$ cat config.mk
export PLATFORM = sky130hd
export DESIGN_NAME = pwm_generator
export DESIGN_NICKNAME = d
export VERILOG_FILES = /design/src/rtl/pwm_pkg.sv /design/src/rtl/rising_edge_detect.sv /design/src/rtl/pwm_generator.sv
export SDC_FILE = /design/constraint.sdc
export NUM_CORES = 1
export LEC_CHECK = 0
export ABC_AREA = 1
export ABC_CLOCK_PERIOD_IN_PS = 1600
export BUFFER_PORTS_ARGS = -buffer_cell sky130_fd_sc_hd__clkbuf_2
export CORE_UTILIZATION = 40
export CTS_BUF_LIST = sky130_fd_sc_hd__clkbuf_8
export CTS_CLUSTER_SIZE = 30
export DETAILED_ROUTE_END_ITERATION = 10
export PLACE_DENSITY = 0.58
export SLEW_MARGIN = 5
export SYNTH_ARGS = -nofsm -noshare
export SYNTH_HDL_FRONTEND = slang
export SYNTH_SLANG_ARGS = --single-unit
$ cat constraint.sdc
create_clock -name clk -period 1.6 [get_ports clk]
set_input_delay 0.16 -clock clk [delete_from_list [all_inputs] [get_ports clk]]
set_output_delay 0.16 -clock clk [all_outputs]
set_load 0.01 [all_outputs]
$ cat src/rtl/pwm_pkg.sv
// Shared constants for the PWM block and anything that drives it.
// No logic; compile-time values only.
// No flow control; consumers pick the width up by import.
package pwm_pkg;

  // Default width of the duty and period fields.
  localparam int PWM_N = 8;

endpackage : pwm_pkg

$ cat src/rtl/rising_edge_detect.sv
// One-clk pulse on each 0->1 transition of a level sampled on clk.
// Latency: pulse is combinational in the same clk the level is first seen high.
// No backpressure; every qualifying edge produces exactly one pulse.
module rising_edge_detect (
  input  logic clk,
  input  logic rst,
  input  logic in,
  output logic pulse
);

  logic in_q;

  // Remember last clk's level. Resetting to 1 means a level that is
  // already high when reset releases is not mistaken for a new edge.
  always_ff @(posedge clk) begin
    if (rst) begin
      in_q <= 1'b1;
    end else begin
      in_q <= in;
    end
  end

  assign pulse = in & ~in_q;

endmodule : rising_edge_detect

$ cat src/rtl/pwm_generator.sv
// Tick-driven PWM: pwm_out high for duty ticks out of every period+1 ticks.
// Latency: pwm_out follows registered state; period_done is one clk after the wrap edge.
// No backpressure; ticks are consumed as they arrive, enable=0 idles and reloads.
module pwm_generator
  import pwm_pkg::*;
#(
  parameter int N = PWM_N
) (
  input  logic         clk,
  input  logic         rst,
  input  logic         tick_in,
  input  logic         enable,
  input  logic [N-1:0] duty,
  input  logic [N-1:0] period,
  output logic         pwm_out,
  output logic         period_done
);

  logic         tick;
  logic         wrap;

  logic [N-1:0] cnt_q,       cnt_d;
  logic [N-1:0] duty_sh_q,   duty_sh_d;
  logic [N-1:0] period_sh_q, period_sh_d;
  logic         enable_q;
  logic         period_done_q, period_done_d;

  // tick_in is a divided clock used purely as data; find its rising edges.
  rising_edge_detect u_tick_edge (
    .clk   (clk),
    .rst   (rst),
    .in    (tick_in),
    .pulse (tick)
  );

  // A wrap is the tick that ends the current period. cnt never exceeds
  // period_sh, so >= behaves as == but stays safe if that ever breaks.
  assign wrap = enable && tick && (cnt_q >= period_sh_q);

  // Next-state: idle reloads the shadows every clk; running only reloads
  // them at a wrap so mid-period duty/period changes wait for the boundary.
  always_comb begin
    cnt_d         = cnt_q;
    duty_sh_d     = duty_sh_q;
    period_sh_d   = period_sh_q;
    period_done_d = 1'b0;

    if (!enable) begin
      // Disable wins over any tick arriving in the same clk.
      cnt_d       = '0;
      duty_sh_d   = duty;
      period_sh_d = period;
    end else if (wrap) begin
      cnt_d         = '0;
      duty_sh_d     = duty;
      period_sh_d   = period;
      period_done_d = 1'b1;
    end else if (tick) begin
      cnt_d = cnt_q + 1'b1;
    end
  end

  // State registers; reset abandons any period in flight without a pulse.
  always_ff @(posedge clk) begin
    if (rst) begin
      cnt_q         <= '0;
      duty_sh_q     <= '0;
      period_sh_q   <= '0;
      enable_q      <= 1'b0;
      period_done_q <= 1'b0;
    end else begin
      cnt_q         <= cnt_d;
      duty_sh_q     <= duty_sh_d;
      period_sh_q   <= period_sh_d;
      enable_q      <= enable;
      period_done_q <= period_done_d;
    end
  end

  // High while the position in the period is below the duty count.
  // duty_sh=0 never asserts; duty_sh>period_sh holds high the whole period.
  assign pwm_out     = enable_q && (cnt_q < duty_sh_q);
  assign period_done = period_done_q;

endmodule : pwm_generator

==> results.json, run 1 <==
{
  "status": "complete, but fails checks",
  "violations": "negative setup slack",
  "required_ns": 1.44,
  "avgSynthCellArea_um2": 7.031,
  "cp_max_fo": 2,
  "powerDensity_nw_per_um2": 649.4,
  "p_switching_w": 0.0004242,
  "final_cell_area_um2": 2227,
  "crit_path_cell_trace": "inv_2 > ha_4 > a21oi_2 > nor2_1 > a211oi_1 > nor3b_2 > buf_2",
  "fill_cells": 358,
  "h-tree-depth": 1,
  "reg2reg_from": "period_sh_q[7]",
  "instances_no_fill": 310,
  "die_h_um": 65.03,
  "die_w_um": 65.03,
  "yosys.area_share.adder_pct": 12.60,
  "pwr-share-seq_pct": 50.4,
  "crit_start": "duty_sh_q[5]",
  "path_class": "reg -> out",
  "rows": 22,
  "critPathArrivalTime_ns": 1.54,
  "slowest_stage": "dfxtp_2",
  "drt_iter0_markers": 33,
  "synth_top_family_by_area": "simple AND/OR/NAND/NOR gates",
  "grt_max_degree": 25,
  "ys_dominant_reg_cell": "dfxtp_1",
  "place_area_um2": 1783,
  "wl_per_cell_um": 12.05,
  "hold_ws_ns": 0.06005,
  "design.die.area_um2": 4229,
  "first_global_vias": 1255,
  "fin_crit_ns": 1.704,
  "setup_viol": 23,
  "tns_ns": -0.9695,
  "place_ws_ns": -0.03156,
  "initial_core_util_pct": 42.45,
  "drcViolationCount": 0,
  "drive_above_1_share_pct": 42.37,
  "synth.area.top_cells": "dfxtp_1 (34%), nand2_1 (17%), ha_1 (13%)",
  "cts_max_path_buffers": 2,
  "synth_top_area_share_pct": 34.02,
  "gr-total-overflow": 0,
  "antenna_found_initial": 0,
  "place_inst": 299,
  "regArea_um2": 559.3,
  "hp-start": "rst",
  "ys_seq_area_share_pct": 34.02,
  "synth_edf_count": 0,
  "synthArstFlopShare_pct": 0,
  "ioPinCount": 22,
  "cts.reportedPaths.clkPinSlew_ns": 0.10,
  "numPortBuffers": 21,
  "worstMarginPinSlew_ns": 1.423,
  "finalHoldViolations": 0,
  "fin_ws_ns": -0.1039,
  "slowest_delay_ns": 0.33,
  "clkPwrFrac_pct": 28.2,
  "core_area_um2": 3744,
  "cpLargestDelayFamily": "flip-flops",
  "diodes": 0,
  "cp_num_buf_inv": 2,
  "ys.warnings.count": 0,
  "cts_made_buffers": 3,
  "gp_congestion": 0.7226,
  "synth_cell_types": 29,
  "slew_viol_final": 0,
  "p_leak_nw": 1.151,
  "grt_pass1_wl_um": 5533,
  "fin_skew_ns": 0.005238,
  "clock_sinks": 27,
  "nNetsFinal": 299,
  "finalCritPeriodShare_pct": 106.5,
  "synthSimpleGateAreaFrac_pct": 32.99,
  "synth_common_cells": "nand2_1 (73), inv_1 (44), dfxtp_1 (27)",
  "cts_tree": "built",
  "ir_worst_vdd_mv": 0.3909,
  "clk_latency_ns": 0.28,
  "drt-pass1-iter-count": 4,
  "holdBufCountCts": 0,
  "cp-start-kind": "register",
  "netlist_area_um2": 1589,
  "synth.most_common_cell": "nand2_1",
  "synth_compound_area_share_pct": 4.488,
  "syn_nets": 262,
  "multiInputGateArea_um2": 1126,
  "maxSlewHeadroom_pct": 4.786,
  "rsz0062_at_grt": "yes",
  "vias_per_cell": 4.494,
  "track_usage_pct": 17.17,
  "synth_xor_area_share_pct": 1.654,
  "wl_um": 3735,
  "area_growth_pct": 40.16,
  "ys_ff_latch": 27,
  "drv_cap": 0,
  "root_buffer": "clkbuf_8",
  "intPower_w": 0.001022,
  "hp-class": "in -> reg",
  "yosysTopAreaCell": "dfxtp_1",
  "p_sw_share_pct": 29.33,
  "fmax_ghz": 0.5869,
  "end_kind": "output port",
  "synth_mux_area_share_pct": 0,
  "ant_nets": 0,
  "syn_inst": 226,
  "dp_hpwl_um": 2231,
  "p_comb_share_pct": 21.4,
  "vias": 1393
}
## worst register-to-register path, stage by stage, from the launching register on
cell,delay [ns]
dfxtp_1,0.32
inv_1,0.06
ha_1,0.32
a21oi_2,0.15
o21a_1,0.14
nand2_2,0.08
nand2_8,0.17
clkbuf_16,0.18
nand3_2,0.05
nand2_1,0.06
inv_1,0.03
## worst paths after layout
path,endpoint,slack [ns],cells after the start
setup / recovery,pwm_out,-0.10,7
hold / removal,period_done,0.06,2
setup reg to reg,duty_sh_q[2],-0.05,10
hold reg to reg,cnt_q[5],0.52,2
## through the flow
stage	total power, W	util, %
detailed placement	0.0009629	47.63
global placement	0.0009601	47.63
floorplan	0.0009045	-
finish	0.001446	59.49
global route	0.001521	59.49
CTS	0.001381	51.57
## cell type report
| type | count | share of cell area, % |
|---|---|---|
| multi-input combinational | 148 | 50.56 |
| sequential | 27 | 25.11 |
| timing repair buffer | 35 | 11.46 |
| inverter | 48 | 8.090 |
| tap | 48 | 2.697 |
| clock buffer | 3 | 1.854 |
| clock inverter | 1 | 0.2247 |
## power groups by stage
stage / clock network (W) / logic (W) / registers, W
floorplan: 0 / 0.000169 / 0.000736
global placement: 0 / 0.000223 / 0.000737
detailed placement: 0 / 0.000225 / 0.000738
CTS: 0.000413 / 0.000245 / 0.000723
global route: 0.000438 / 0.000351 / 0.000732
finish: 0.000408 / 0.000310 / 0.000728
## registers in the layout, indices dropped and copies added (netlist names)
signal / cells
cnt_q: 8
enable_q: 1
u_tick_edge.in_q: 1
period_done: 1
duty_sh_q: 8
period_sh_q: 8
## per-layer routing
| metal | vias up | routed length (um) | GRT usage, % |
|---|---|---|---|
| met3 | 7 | 69 | 2.113 |
| li1 | 764 | - | - |
| met1 | 602 | 1813 | 23.15 |
| met2 | 20 | 1797 | 27.73 |
| met5 | - | 0 | 0 |
| met4 | 0 | 55 | 6.522 |
## logic make-up (layout without fill, tap and decap cells)
logic type                 Yosys count  after routing
AOI/OAI and AO/OA                   11             11
xor gates and xnor gates             3              3
adders and majority gates           16             16
buffers and inverters               54             87
DFF                                 27             27
and+or+nand+nor                    115            118
## layout by cell type, fill, tap and decap left out, types with 2 or more instances in the layout
| cell type | synthesis | final |
|---|---|---|
| nand3_2 | 0 | 12 |
| nor2_4 | 2 | 2 |
| inv_1 | 44 | 39 |
| nor2_2 | 1 | 3 |
| nand3_1 | 18 | 6 |
| ha_1 | 16 | 6 |
| xor2_1 | 2 | 2 |
| nand2_2 | 1 | 3 |
| nand2_1 | 73 | 71 |
| buf_4 | 1 | 9 |
| nand2_8 | 0 | 5 |
| nor3_2 | 3 | 2 |
| inv_2 | 3 | 8 |
| nor2_1 | 11 | 9 |
| dfxtp_2 | 0 | 15 |
| a21oi_2 | 3 | 7 |
| clkbuf_8 | 0 | 3 |
| ha_4 | 0 | 9 |
| dfxtp_1 | 27 | 12 |
| clkbuf_2 | 0 | 20 |
| buf_6 | 1 | 2 |
## repair_timing
item,4_1_cts,5_1_grt
cloned,0,4
resized for setup,19,47
endpoints found under the setup margin,17,26
pin swaps,6,28
buffers inserted,1,2
No activity file was read; power rests on OpenSTA's default activity.
==> run 2: changes to the inputs <==
--- a/config.mk
+++ b/config.mk
@@ -6,5 +6,4 @@
 export NUM_CORES = 1
 export LEC_CHECK = 0
-export ABC_AREA = 1
 export ABC_CLOCK_PERIOD_IN_PS = 1600
 export BUFFER_PORTS_ARGS = -buffer_cell sky130_fd_sc_hd__clkbuf_2
==> constraint.sdc (replaced) <==
create_clock -name clk -period 1.6 [get_ports clk]
set_input_delay 0.16 -clock clk [delete_from_list [all_inputs] [get_ports clk]]
set_output_delay 0.16 -clock clk [all_outputs]
set_load 0.005 [all_outputs]
==> run 2 against run 1 <==
The flow still finishes with violations (negative setup slack). Register-to-register slack lost 0.21 ns. Setup slack got worse by 0.15 ns. Routed wire length shrank 6.6%. Design area shrank 4.4%. Sequential power is 2% higher. Sequential share of layout area grew 0.93 points. Clock skew fell by 0.0031 ns. Via count decreased by 5.2%. Sequential cell count did not move. Maximum frequency shrank 8.3%. Area after synthesis increased by 0.24%.
==> results.json, run 2 <==
{
  "status": "complete, but fails checks",
  "violations": "negative setup slack",
  "root_buffer": "clkbuf_8",
  "netlist_area_um2": 1593,
  "ys_ff_latch": 27,
  "nNetsFinal": 255,
  "hp-class": "in -> reg",
  "cp_max_fo": 7,
  "rows": 22,
  "synth_top_area_share_pct": 33.94,
  "mostFrequentLayoutCells": "nand2b_1 (35), clkbuf_2 (20), buf_4 (18)",
  "grt_pass1_wl_um": 5692,
  "syn_nets": 211,
  "clk_latency_ns": 0.27,
  "numPortBuffers": 21,
  "h-tree-depth": 1,
  "layout_commonest_cell": "nand2b_1",
  "total_power_w": 0.001522,
  "finalCritPeriodShare_pct": 116.2,
  "wl_per_cell_um": 13.11,
  "fmax_ghz": 0.5380,
  "clock_sinks": 27,
  "initial_core_util_pct": 42.55,
  "path_class": "reg -> reg",
  "core_area_um2": 3744,
  "ioPinCount": 22,
  "worstMarginPinSlew_ns": 0.4877,
  "ir_worst_vdd_mv": 0.3750,
  "fin_skew_ns": 0.002166,
  "routed-wl-met2_um": 1574,
  "vias": 1320,
  "ys_seq_area_share_pct": 33.94,
  "gp_congestion": 0.7967,
  "cp-start-kind": "register",
  "required_ns": 1.80,
  "drt-pass1-iter-count": 4,
  "slew_viol_final": 0,
  "rsz0062_at_grt": "yes",
  "finalHoldViolations": 0,
  "design.die.area_um2": 4238,
  "synth.most_common_cell": "nand2b_1",
  "final_cell_area_um2": 2128,
  "largest_registers": "cnt_q (8), duty_sh_q (8), period_sh_q (8)",
  "cts_tree": "built",
  "synth_edf_count": 0,
  "first_global_vias": 1262,
  "vias_per_cell": 4.962,
  "antenna_found_initial": 0,
  "die_w_um": 65.10,
  "dp_hpwl_um": 2388,
  "holdBufCountCts": 0,
  "place_area_um2": 1881,
  "end_kind": "register",
  "track_usage_pct": 17.53,
  "maxSlewHeadroom_pct": 67.49,
  "area_growth_pct": 33.62,
  "met1_length_um": 1768,
  "synthArstFlopShare_pct": 0,
  "wl_um": 3487,
  "ant_nets": 0,
  "avgSynthCellArea_um2": 9.102,
  "synth_common_cells": "nand2b_1 (35), dfxtp_1 (27), inv_1 (17)",
  "yosysTopAreaCell": "dfxtp_1",
  "synth.area.top_cells": "dfxtp_1 (34%), nand2b_1 (14%), ha_1 (13%)",
  "place_ws_ns": -0.2839,
  "drt_iter0_markers": 81,
  "diodes": 0,
  "cts.reportedPaths.clkPinSlew_ns": 0.09,
  "setup_viol": 26,
  "critPathArrivalTime_ns": 2.06,
  "synth_cell_types": 32,
  "met3WireLength_um": 105,
  "powerDensity_nw_per_um2": 715.1,
  "fin_crit_ns": 1.859,
  "drcViolationCount": 0,
  "cts_max_path_buffers": 2,
  "ys.warnings.count": 0,
  "cts_made_buffers": 3,
  "top_layer_used": "met4",
  "p_leak_nw": 0.9146,
  "die_h_um": 65.10,
  "gr-total-overflow": 0,
  "drive_above_1_share_pct": 38.99,
  "syn_inst": 175,
  "drv_cap": 0,
  "grt_max_degree": 34,
  "ys_dominant_reg_cell": "dfxtp_1",
  "fin_ws_ns": -0.2587
}
run 2: cell types whose count changed in the layout (fill, tap and decap cells not counted), sizes merged, moves of 12 or more:
cell / previous run / this run
inv: 47 / 18
nand2: 79 / 9
nand2b: 0 / 36
mux2i: 0 / 16
nor2: 14 / 2
run 2: critical path: stages (launching register included):
cell and delay, ns:
dfxtp_2 0.34, inv_2 0.07, ha_4 0.19, nand2b_4 0.14, a2111oi_4 0.37, o211ai_1 0.17
o21ai_4 0.13, buf_8 0.18, mux2i_2 0.21
run 2: cell families (layout without fill, tap and decap cells):
kind of cell | Yosys count | after routing | synth area share [%]
buf+inv | 24 | 66 | 6.913
simple gates | 69 | 69 | 24.98
fa+ha+maj | 16 | 16 | 12.57
compound gates | 20 | 21 | 9.897
flops | 27 | 27 | 33.94
mux | 16 | 16 | 10.05
xor+xnor | 3 | 3 | 1.650
run 2: path summary, 6_finish.rpt:
kind / from / endpoint / slack [ns] / depth (start not counted)
max: cnt_q[0] / duty_sh_q[7] / -0.26 / 8
min: tick_in / u_tick_edge.in_q / 0.1 / 2
max reg2reg: cnt_q[0] / duty_sh_q[7] / -0.26 / 8
min reg2reg: duty_sh_q[1] / duty_sh_q[1] / 0.48 / 2
run 2: area by class of cell:
| type | count | area [um^2] |
|---|---|---|
| Timing Repair Buffer | 45 | 311.5 |
| Clock buffer | 3 | 41.29 |
| Tap cell | 48 | 60.06 |
| Fill cell | 361 | 1615 |
| Multi-Input combinational cell | 125 | 1094 |
| Sequential cell | 27 | 554.3 |
| Inverter | 17 | 63.81 |
| Clock inverter | 1 | 3.754 |
run 2: per-stage QoR:
step | std cells | TNS, ns | hold WS (ns) | util (%)
2_1_floorplan | 175 | -3.344 | 0.2638 | -
3_3_place_gp | 254 | -3.407 | 0.3774 | 50.23
3_5_place_dp | 254 | -5.030 | 0.3850 | 50.23
4_1_cts | 265 | -4.969 | 0.09497 | 54.88
5_1_grt | 266 | -7.134 | 0.1066 | 56.85
6_report | 266 | -4.822 | 0.09648 | 56.85
run 2: report_power, final:
part / leakage (nW) / internal (W) / switching, W
logic: 0.662 / 0.000202 / 0.000187
registers: 0.226 / 0.000716 / 0.0000231
clock network: 0.0269 / 0.000172 / 0.000221
total: 0.915 / 0.00109 / 0.000431
run 2: repair_timing:
item	CTS	global route
pin swaps	7	18
endpoints found under the setup margin	26	26
setup buffers	5	4
resized for setup	13	24
cloned	2	0
hold endpoints to repair	0	0
run 2: metal layers:
metal	vias up	GRT usage [%]
met5	-	0
met4	0	5.163
met3	5	3.125
met2	22	27.86
met1	615	24.14
li1	678	-
